`src/rtl/cfg_pkg.sv`:
```
// Shared definitions for the configuration stream loader: header tag,
// header field positions, FSM state encoding and the words-per-column helper.
// Pure declarations; no logic or timing of its own.
package cfg_pkg;

  localparam logic [15:0] CFG_MAGIC = 16'hC0F6;

  // Header word layout: tag in the upper half, column count in the lower half.
  localparam int HDR_TAG_HI = 31;
  localparam int HDR_TAG_LO = 16;
  localparam int HDR_CNT_HI = 15;
  localparam int HDR_CNT_LO = 0;

  typedef enum logic [2:0] {
    IDLE,
    HEADER,
    PACK,
    SHIFT,
    CHECK,
    DONE,
    ERR
  } state_t;

  // Number of 32-bit stream words needed to fill one column.
  function automatic int words_per_col(input int height);
    return (height + 31) / 32;
  endfunction

endpackage

```
`src/rtl/cfg_col_packer.sv`:
```
// Word-to-column packer: word k of a column lands in bits [32k+31:32k].
// Column is complete on the same edge that writes its last word; bits above
// CFG_HEIGHT are dropped. With CFG_LOADER_CHECKSUM_EN it also XORs payload words.
module cfg_col_packer
  import cfg_pkg::*;
#(
  parameter int CFG_HEIGHT = 40
) (
  input  logic                  clk,
  input  logic                  rst,
  input  logic                  clr,
  input  logic                  wr,
  input  logic [31:0]           word,
  output logic                  last,
`ifdef CFG_LOADER_CHECKSUM_EN
  output logic [31:0]           sum,
`endif
  output logic [CFG_HEIGHT-1:0] col
);

  localparam int W  = words_per_col(CFG_HEIGHT);
  localparam int IW = (W > 1) ? $clog2(W) : 1;

  logic [IW-1:0]         idx;
  logic [CFG_HEIGHT-1:0] col_q;

  assign last = (idx == IW'(W - 1));
  assign col  = col_q;

  // Word index and column storage; each bit is written only by the word that owns it.
  always_ff @(posedge clk or posedge rst) begin
    if (rst) begin
      idx   <= '0;
      col_q <= '0;
    end else if (clr) begin
      idx <= '0;
    end else if (wr) begin
      for (int b = 0; b < CFG_HEIGHT; b++) begin
        if (IW'(b / 32) == idx) col_q[b] <= word[b % 32];
      end
      idx <= last ? '0 : idx + IW'(1);
    end
  end

`ifdef CFG_LOADER_CHECKSUM_EN
  // Running XOR of every payload word of the current load.
  always_ff @(posedge clk or posedge rst) begin
    if (rst)      sum <= '0;
    else if (clr) sum <= '0;
    else if (wr)  sum <= sum ^ word;
  end
`endif

endmodule

```
`src/rtl/cfg_stream_loader.sv`:
```
// Fabric config loader: header + payload words -> one shift pulse per CFG_HEIGHT-bit column.
// Latency: W+1 cycles per column with in_valid held; fab_rst released once DONE is reached.
// Backpressure: in_ready low outside HEADER/PACK/CHECK and during abort. Option: CFG_LOADER_CHECKSUM_EN.
module cfg_stream_loader
  import cfg_pkg::*;
#(
  parameter int          CFG_HEIGHT = 40,
  parameter int          CFG_WIDTH  = 16,
  parameter logic [15:0] MAGIC      = CFG_MAGIC
) (
  input  logic                  clk,
  input  logic                  rst,
  input  logic                  start,
  input  logic                  abort,
  input  logic                  in_valid,
  input  logic [31:0]           in_data,
  output logic                  in_ready,
  output logic                  shift,
  output logic [CFG_HEIGHT-1:0] cdata,
  output logic                  fab_rst,
  output logic                  busy,
  output logic                  done,
  output logic                  err
);

  localparam logic [15:0] MAX_COLS = 16'(CFG_WIDTH);

  state_t      state, state_nxt;
  logic [15:0] n_cols, col_cnt, hdr_cnt;
  logic        acc, hdr_ok, last_word, ld_start, pack_wr, last_col;
`ifdef CFG_LOADER_CHECKSUM_EN
  logic [31:0] sum;
`endif

  assign in_ready = ((state == HEADER) || (state == PACK) || (state == CHECK)) && !abort;
  assign acc      = in_valid && in_ready;
  assign pack_wr  = acc && (state == PACK);
  assign hdr_cnt  = in_data[HDR_CNT_HI:HDR_CNT_LO];
  assign hdr_ok   = (in_data[HDR_TAG_HI:HDR_TAG_LO] == MAGIC) &&
                    (hdr_cnt != 16'd0) && (hdr_cnt <= MAX_COLS);
  assign last_col = ((col_cnt + 16'd1) == n_cols);

  cfg_col_packer #(.CFG_HEIGHT(CFG_HEIGHT)) u_packer (
    .clk  (clk),
    .rst  (rst),
    .clr  (ld_start),
    .wr   (pack_wr),
    .word (in_data),
    .last (last_word),
`ifdef CFG_LOADER_CHECKSUM_EN
    .sum  (sum),
`endif
    .col  (cdata)
  );

  // State register plus column count and the latched column total.
  always_ff @(posedge clk or posedge rst) begin
    if (rst) begin
      state   <= IDLE;
      n_cols  <= '0;
      col_cnt <= '0;
    end else begin
      state <= state_nxt;
      if (ld_start)   col_cnt <= '0;
      else if (shift) col_cnt <= col_cnt + 16'd1;
      if ((state == HEADER) && acc && hdr_ok) n_cols <= hdr_cnt;
    end
  end

  // Next state and state-decoded outputs; abort overrides any busy-state transition.
  always_comb begin
    state_nxt = state;
    shift     = 1'b0;
    busy      = 1'b0;
    done      = 1'b0;
    err       = 1'b0;
    fab_rst   = 1'b1;
    ld_start  = 1'b0;
    case (state)
      IDLE, DONE, ERR: begin
        if (state == DONE) begin
          done    = 1'b1;
          fab_rst = 1'b0;
        end
        if (state == ERR) err = 1'b1;
        if (start && !abort) begin
          state_nxt = HEADER;
          ld_start  = 1'b1;
        end
      end
      HEADER: begin
        busy = 1'b1;
        if (acc) state_nxt = hdr_ok ? PACK : ERR;
      end
      PACK: begin
        busy = 1'b1;
        if (acc && last_word) state_nxt = SHIFT;
      end
      SHIFT: begin
        busy  = 1'b1;
        shift = 1'b1;
`ifdef CFG_LOADER_CHECKSUM_EN
        state_nxt = last_col ? CHECK : PACK;
`else
        state_nxt = last_col ? DONE : PACK;
`endif
      end
`ifdef CFG_LOADER_CHECKSUM_EN
      CHECK: begin
        busy = 1'b1;
        if (acc) state_nxt = (in_data == sum) ? DONE : ERR;
      end
`endif
      default: state_nxt = IDLE;
    endcase
    if (busy && abort) state_nxt = IDLE;
  end

endmodule
```
`config.mk`:
```
export PLATFORM = sky130hd
export DESIGN_NAME = cfg_stream_loader
export DESIGN_NICKNAME = d
export VERILOG_FILES = /design/src/rtl/cfg_pkg.sv /design/src/rtl/cfg_col_packer.sv /design/src/rtl/cfg_stream_loader.sv
export SDC_FILE = /design/constraint.sdc
export NUM_CORES = 1
export LEC_CHECK = 0
export ABC_AREA = 0
export CORE_UTILIZATION = 46
export CTS_BUF_LIST = sky130_fd_sc_hd__clkbuf_16
export DETAILED_ROUTE_END_ITERATION = 12
export GPL_ROUTABILITY_DRIVEN = 0
export GPL_TIMING_DRIVEN = 0
export HOLD_SLACK_MARGIN = 0.08
export PLACE_DENSITY_LB_ADDON = 0.3
export SLEW_MARGIN = 20
export SYNTH_ARGS = -nofsm -noshare
export SYNTH_HDL_FRONTEND = slang
export SYNTH_HIERARCHICAL = 1
export SYNTH_SLANG_ARGS = --single-unit
```
`constraint.sdc`:
```
create_clock -name clk -period 2.6 [get_ports clk]
set_clock_uncertainty 0.2 [all_clocks]
set_input_delay 0.65 -clock clk [delete_from_list [all_inputs] [get_ports clk]]
set_output_delay 0.65 -clock clk [all_outputs]
set_load 0.05 [all_outputs]
```
==> results of run 1 <==
## through the flow
step	util (%)	cells	area [um2]	setup TNS (ns)
final	66.7	576	5480	0
after detailed placement	59.3	546	4870	-38.72
after CTS	65.2	569	5360	0
after floorplan	-	358	3900	0
after global placement	59.1	545	4850	-38.12
after global routing	66.7	576	5480	-0.00533
## power by group through the flow
| stage | Combinational (uW) | Clock, uW | Sequential, uW |
|---|---|---|---|
| detailed placement | 2540 | 0 | 1690 |
| global placement | 2510 | 0 | 1680 |
| floorplan | 694 | 0 | 2660 |
| finish | 2670 | 1230 | 1680 |
| global route | 2780 | 1300 | 1720 |
| CTS | 2580 | 1240 | 1690 |
## critical path, cell delays in order, from the launching register on
cell and delay (ns):
dfrtp_1 0.32, clkbuf_4 0.20, nand2_1 0.09, or2_4 0.30, inv_1 0.11, buf_6 0.16, buf_6 0.17
## layer usage
metal	wire, um	track usage, %	vias up
li1	-	-	1515
met1	4260	31.1	1630
met2	4750	37.5	115
met3	815	8.01	29
met4	356	12.1	0
met5	0	0	-
## repair_timing
action	CTS	global route
cloned	1	0
pin swaps	11	9
endpoints found under the setup margin	73	63
gates resized for setup	70	20
buffers inserted	7	9
## layout by cell type, fill, tap and decap left out, types with 3 or more instances in the layout
cell              n
dlygate4sd2_1    22
xnor2_1          14
nor2_1           24
clkdlybuf4s50_1  50
nor4_4            3
nor3_1            3
nor2_4            3
nand2_1          24
inv_1             4
xor2_1            7
mux2_2           41
nand3b_1          3
nor2b_1          15
nor4_2            4
nand3_1          10
dlymetal6s2s_1    5
and2_1            4
dfrtp_1          75
o31ai_1           4
clkbuf_1          3
nand4_1           7
buf_6             7
clkbuf_16         9
a31oi_1           3
buf_12            3
a21oi_1           8
buf_4            17
o21ai_0          22
## cell type report
class / instances / area share (%)
inverter: 6 / 0.411
clock inverter: 7 / 1.21
timing repair buffer: 100 / 17.9
multi-input combinational: 256 / 36.7
tap: 105 / 2.40
buffer: 17 / 2.51
sequential: 76 / 34.7
clock buffer: 9 / 4.11
## cells by family after synthesis
| logic type | after synthesis |
|---|---|
| buffers and inverters | 26 |
| adder cells (fa/ha/maj) | 1 |
| AO/OA/AOI/OAI | 63 |
| multiplexers | 46 |
| XOR/XNOR | 21 |
| AND/OR/NAND/NOR | 125 |
| flip-flops | 76 |
## state kept, by name (all words and copies together), names as in the netlist
| name | count |
|---|---|
| u_packer/col | 40 |
| n_cols | 16 |
| state | 3 |
| u_packer/last | 1 |
| col_cnt | 16 |
## worst paths after layout
| kind | start | endpoint | slack [ns] | depth (start not counted) |
|---|---|---|---|---|
| setup reg to reg | col_cnt[0] | state[2] | 0.10 | 7 |
| max in group asynchronous | rst | col_cnt[0] | 1.08 | 2 |
| hold / removal | u_packer/col[27] | u_packer/col[27] | 0.29 | 1 |
| hold reg to reg | u_packer/col[27] | u_packer/col[27] | 0.29 | 1 |
| min in group asynchronous | rst | u_packer/col[12] | 0.44 | 2 |
| setup / recovery | state[1] | shift | 0.07 | 6 |
==> results.toml, run 1 <==
[grt]
first_global_vias = 3318
antenna_found_initial = 0
grt_max_degree = 36
grt.total_usage_pct = 24.5
grt_overflow = 0
grt_pass1_wl_um = 16400

[synthesis]
yosysMostFrequentCell = "dfrtp_1"
synth_top_family_by_area = "simple AND/OR/NAND/NOR gates"
ys_top_cells_by_count = "dfrtp_1 (76), mux2_2 (43), nor2_1 (27)"
synth_edf_count = 0
synthArstFlopShare_pct = 100
synth-compound-area-share_pct = 10.7
ys_types = 62
synth_area_per_cell_um2 = 10.9
yosysWarnings = 6
seq_area_frac_synth_pct = 48.8
synthTopCellsByArea = "dfrtp_1 (49%), mux2_2 (12%), xnor2_1 (3.1%), o21ai_0 (2.8%), nor2b_1 (2.7%)"
ys_seq_elements = 76
synth_flop_cell = "dfrtp_1"
syn_inst = 358
yosys-mux-area-fraction_pct = 13.3
synth_fa_ha_area_share_pct = 0.321
syn-num-nets = 396
synthSimpleGateAreaFrac_pct = 18.4
synth-xor-area-share_pct = 4.72
synth.cell_area_mm2 = 0.00390
synthDominantCellAreaShare_pct = 48.8
synth.largest_area_cell = "dfrtp_1"

[detailed_routing]
drtPass1Iterations = 4
routed_wl_um = 10200
first_iter_violations = 141
route.detailed.drc = 0
via_count = 3289
wl_per_cell_um = 17.7
detail-route-antenna-nets = 0
routed_via_density = 5.71

[layout]
n_fill_cell = 617
drive_gt1_share_pct = 26.8
final_nets = 504
antennaDiodeCount = 0
multi_input_comb_area_mm2 = 0.00201
syn_to_final_growth_pct = 40.6
register_area_mm2 = 0.00190

[clocking]
cts_tree = "built"
cts_buffer_depth = 2
clk_latency_ns = 0.33
cts.sinks = 76
cts-buffers-inserted = 9
htreeDepth = 3
cts_root_buf = "clkbuf_16"
clk_pin_slew_ns = 0.06
cts_hold_buf = 0

[floorplanning]
start_util_pct = 47.4
die_y_um = 94.1
die_area_mm2 = 0.00885
rows = 33
die_w_um = 94.1
io_pins = 83
coreArea_mm2 = 0.00822

[setup_path]
cp_data_arrival_time_ns = 1.68
critPathKind = "register to primary output"
cp.required_ns = 1.75
cp-start-kind = "register"
end_kind = "primary output"
critPathMaxFanout = 10

[placed_design]
hpwl_um = 6970
place_ws_ns = -1.00
io_buffers = 82

[sta]
setup_violations = 0
hold_viol = 0
post-route-period-util_pct = 97.5
slew_viol_final = 0
setup_slack_ns = 0.0658
worst_pin_slew_ns = 0.725
final_period_minus_worst_setup_slack_ns = 2.53
max_freq_ghz = 0.395
slew_headroom_pct = 51.6
whs_ns = 0.292

[job]
cap_violations = 0

[power]
power_frac_seq_pct = 30.2
ir_drop_mv = 0.776
p_switching_uw = 2370
cell_internal_pwr_uw = 3200
power.leakage_uw = 0.00248
power.total_uw = 5580
combPwrFrac_pct = 47.8
p_per_area_mw_per_mm2 = 1020
switching_share_pct = 42.6
clockPowerShare_pct = 22.0

[status]
status = "completed"

[hold_path]
hp-class = "register to register"
(Power assumes the default switching activity.)
==> run 2, diff against run 1 <==
- CORE_ASPECT_RATIO: default -> 0.9
- SETUP_SLACK_MARGIN: default -> 0.2
==> results.toml, run 2 (synthesis gave the netlist of run 1 again) <==
[status]
status = "completed"

[sta]
max_freq_ghz = 0.411
slew_headroom_pct = 50.8
hold_viol = 0
final_period_minus_worst_setup_slack_ns = 2.43
setup_violations = 0
slew_viol_final = 0
worst_pin_slew_ns = 0.737
post-route-period-util_pct = 93.5
setup_slack_ns = 0.169
rsz0062_at_grt = "yes"

[floorplanning]
die_y_um = 89.3
io_pins = 83
rows = 31
die_w_um = 99.0
die_area_mm2 = 0.00885
start_util_pct = 47.9
coreArea_mm2 = 0.00815

[clocking]
cts_tree = "built"
cts.sinks = 76
cts_hold_buf = 0
cts_buffer_depth = 2
htreeDepth = 3
clk_latency_ns = 0.33
cts_root_buf = "clkbuf_16"
clk_pin_slew_ns = 0.06
cts-buffers-inserted = 9

[setup_path]
cp_data_arrival_time_ns = 1.58
worstReg2RegEnd = "state[2]"
cp-start-kind = "register"
cp.required_ns = 1.75
r2r_start = "col_cnt[0]"
r2r_slack_ns = 0.19
end_kind = "primary output"
reg2regPathDepth = 8
critPathMaxFanout = 5
critPathKind = "register to primary output"

[detailed_routing]
routed_via_density = 5.77
routed_wl_um = 10700
drtPass1Iterations = 5
detail-route-antenna-nets = 0
first_iter_violations = 326
via_count = 3389
route.detailed.drc = 0
wl_per_cell_um = 18.2

[layout]
drive_gt1_share_pct = 35.2
layout_commonest_cell = "dfrtp_1"
final_cell_mix = "dfrtp_1 (73), clkdlybuf4s50_1 (41), mux2_2 (38), buf_4 (27), nand2_1 (24)"
syn_to_final_growth_pct = 46.1
final_nets = 521
largest_register_ffs = 40
antennaDiodeCount = 0

[power]
power.leakage_uw = 0.00261
p_per_area_mw_per_mm2 = 993
power.total_uw = 5650
ir_drop_mv = 0.891

[placed_design]
hpwl_um = 6960
place_ws_ns = -0.633
io_buffers = 82

[hold_path]
holdPathEnd = "u_packer/col[29]"
hold_path.startpoint = "u_packer/col[29]"
whs_path_depth = 1
hp-class = "register to register"

[job]
cap_violations = 0

[grt]
first_global_vias = 3358
antenna_found_initial = 0
grt_overflow = 0
grt_max_degree = 36
grt_pass1_wl_um = 16900
grt.total_usage_pct = 25.1
## run 2: cell type report
type	count	area [um2]
Buffer	20	191
Clock buffer	9	225
Clock inverter	7	66.3
Fill cell	546	2450
Inverter	6	22.5
Multi-Input combinational cell	256	2090
Sequential cell	76	1910
Tap cell	99	124
Timing Repair Buffer	114	1070
## run 2: critical path, cell delays in order, from the launching register on
cell and delay [ns]:
dfrtp_1 0.39, buf_6 0.14, nor2b_2 0.22, nor2_4 0.08
nor2_1 0.09, a21oi_1 0.05, nor2_2 0.08, buf_4 0.19
## run 2: worst max path at each step
stage | start | to | slack [ns] | cells after the start
finish | state[1] | in_ready | 0.17 | 7
global route | state[1] | in_ready | 0.08 | 7
CTS | state[1] | shift | 0.05 | 7
detailed placement | in_data[0] | n_cols[7] | -0.63 | 7
global placement | abort | u_packer/col[32] | -0.60 | 5
floorplan | col_cnt[0] | state[2] | 0.17 | 8
## run 2: routing by layer
metal / up-vias / wire (um) / global-route usage, % / share of wire, %
li1: 1532 / - / - / -
met1: 1690 / 4670 / 32.3 / 44
met2: 138 / 5090 / 41.8 / 48
met3: 29 / 706 / 6.96 / 6.6
met4: 0 / 238 / 7.87 / 2.2
met5: - / 0 / 0 / 0
## run 2: metrics by stage
step | setup TNS, ns | utilization (%) | cells | instance area (um2) | hold WS, ns
3_3_place_gp | -37.64 | 60.1 | 539 | 4890 | 0.269
6_report | 0 | 69.9 | 587 | 5700 | 0.284
4_1_cts | 0 | 68.0 | 576 | 5540 | 0.289
2_1_floorplan | 0 | - | 358 | 3950 | 0.271
3_5_place_dp | -34.37 | 60.3 | 540 | 4910 | 0.275
5_1_grt | 0 | 69.9 | 587 | 5700 | 0.312
## run 2: what timing repair did
item | CTS | global route
setup buffers | 19 | 9
setup endpoints to repair | 75 | 56
gates cloned | 1 | 2
resized for setup | 109 | 75
pin swaps | 18 | 17
## run 2: report_power, final
part	switching, uW	total [uW]	internal [uW]
registers	182	1680	1500
clock network	497	1240	738
logic	1720	2740	1020
total	2400	5650	3250
==> run 3, diff against run 2 <==
- CORE_UTILIZATION: 46 -> 55
- DONT_BUFFER_PORTS: default -> 1
- PLACE_DENSITY: default -> 0.77
- PLACE_DENSITY_LB_ADDON: 0.3 -> default
==> results.toml, run 3 (synthesis gave the netlist of run 1 again) <==
[floorplanning]
die_area_mm2 = 0.00743
die_w_um = 90.8
start_util_pct = 58.0
coreArea_mm2 = 0.00673
rows = 28
io_pins = 83
die_y_um = 81.9

[detailed_routing]
wl_per_cell_um = 19.1
route.detailed.drc = 0
routed_via_density = 6.07
detail-route-antenna-nets = 0
via_count = 2975
drtPass1Iterations = 4
first_iter_violations = 177
routed_wl_um = 9380

[setup_path]
cp-start-kind = "register"
end_kind = "primary output"
cp_data_arrival_time_ns = 1.57
critPathMaxFanout = 6
critPathKind = "register to primary output"
cp.required_ns = 1.75

[sta]
whs_ns = 0.109
final_period_minus_worst_setup_slack_ns = 2.42
setup_tns_ns = 0
slew_viol_final = 0
setup_slack_ns = 0.181
hold_viol = 0
post-route-period-util_pct = 93.0
worst_pin_slew_ns = 0.720
slew_headroom_pct = 51.9
max_freq_ghz = 0.413
rsz0062_at_grt = "yes"
setup_violations = 0

[status]
status = "completed"

[layout]
largest_register_ffs = 40
final_cell_mix = "dfrtp_1 (73), mux2_2 (43), buf_4 (24), nand2_1 (23), nor2_1 (22)"
layout_commonest_cell = "dfrtp_1"
syn_to_final_growth_pct = 23.7
fin_area_mm2 = 0.00482
fin_cells = 490
final_nets = 433
drive_gt1_share_pct = 35.5
antennaDiodeCount = 0

[placed_design]
hpwl_um = 6020
placedCellCount = 449
io_buffers = 0
place_ws_ns = -0.285
place_area_mm2 = 0.00408

[clocking]
clk_latency_ns = 0.34
cts-buffers-inserted = 9
clk_pin_slew_ns = 0.06
htreeDepth = 3
cts_tree = "built"
cts_root_buf = "clkbuf_16"
cts_buffer_depth = 2
cts.sinks = 76

[grt]
busiest_layer = "met2"
first_global_vias = 2961
use_met1_pct = 33.6
grt_overflow = 0
grtUsageMet2_pct = 44.5
use_met3_pct = 6.11
grt.total_usage_pct = 26.4
grt_pass1_wl_um = 15100
antenna_found_initial = 0
grt_max_degree = 37

[hold_path]
hp-class = "primary input to async pin"

[job]
cap_violations = 0

[power]
power.leakage_uw = 0.00215
p_per_area_mw_per_mm2 = 1070
ir_drop_mv = 0.980
[run 3: timing repair]
action / 4_1_cts / 5_1_grt
endpoints found under the hold margin: 5 / 0
setup buffers: 20 / 3
setup endpoints to repair: 59 / 48
gates resized for setup: 39 / 20
pin swaps: 11 / 7
gates cloned: 1 / 0
hold buffers: 1 / 0
[run 3: per-stage QoR]
stage	utilization [%]	power (uW)
floorplan	-	3370
global placement	60.4	3520
detailed placement	60.7	3570
CTS	70.5	5110
global route	71.7	5310
finish	71.7	5140
[run 3: critical path, stage by stage, from the launching register on]
cell and delay, ns:
dfrtp_2 0.47, nor2b_4 0.17, buf_4 0.14, nand2_4 0.16, clkinvlp_4 0.29
[run 3: metal layers]
metal	wire, um	vias to the layer above
met4	161	0
met1	3990	1493
met2	4650	107
met5	0	-
met3	578	17
li1	-	1358
[run 3: worst paths after layout]
kind | startpoint | end | slack, ns | cells past startpoint
setup / recovery | state[0] | done | 0.18 | 4
hold / removal | rst | state[1] | 0.11 | 1
setup reg to reg | col_cnt[0] | state[0] | 0.22 | 9
hold reg to reg | col_cnt[15] | col_cnt[15] | 0.32 | 1
max in group asynchronous | rst | u_packer/col[1] | 1.33 | 3
min in group clk | in_data[29] | u_packer/col[29] | 0.24 | 1
[run 3: power by group]
group	total (uW)	leakage (uW)	internal [uW]	switching, uW
sequential	2720	0.00100	1480	1240
clock	1310	0.000155	768	539
combinational	1120	0.000998	548	572
[run 3: layout make-up]
| class | count | area [um2] |
|---|---|---|
| Clock inverter | 7 | 87.6 |
| Sequential cell | 76 | 1910 |
| Inverter | 6 | 31.3 |
| Tap cell | 90 | 113 |
| Timing Repair Buffer | 26 | 229 |
| Buffer | 20 | 184 |
| Fill cell | 447 | 1900 |
| Multi-Input combinational cell | 256 | 2050 |
| Clock buffer | 9 | 225 |
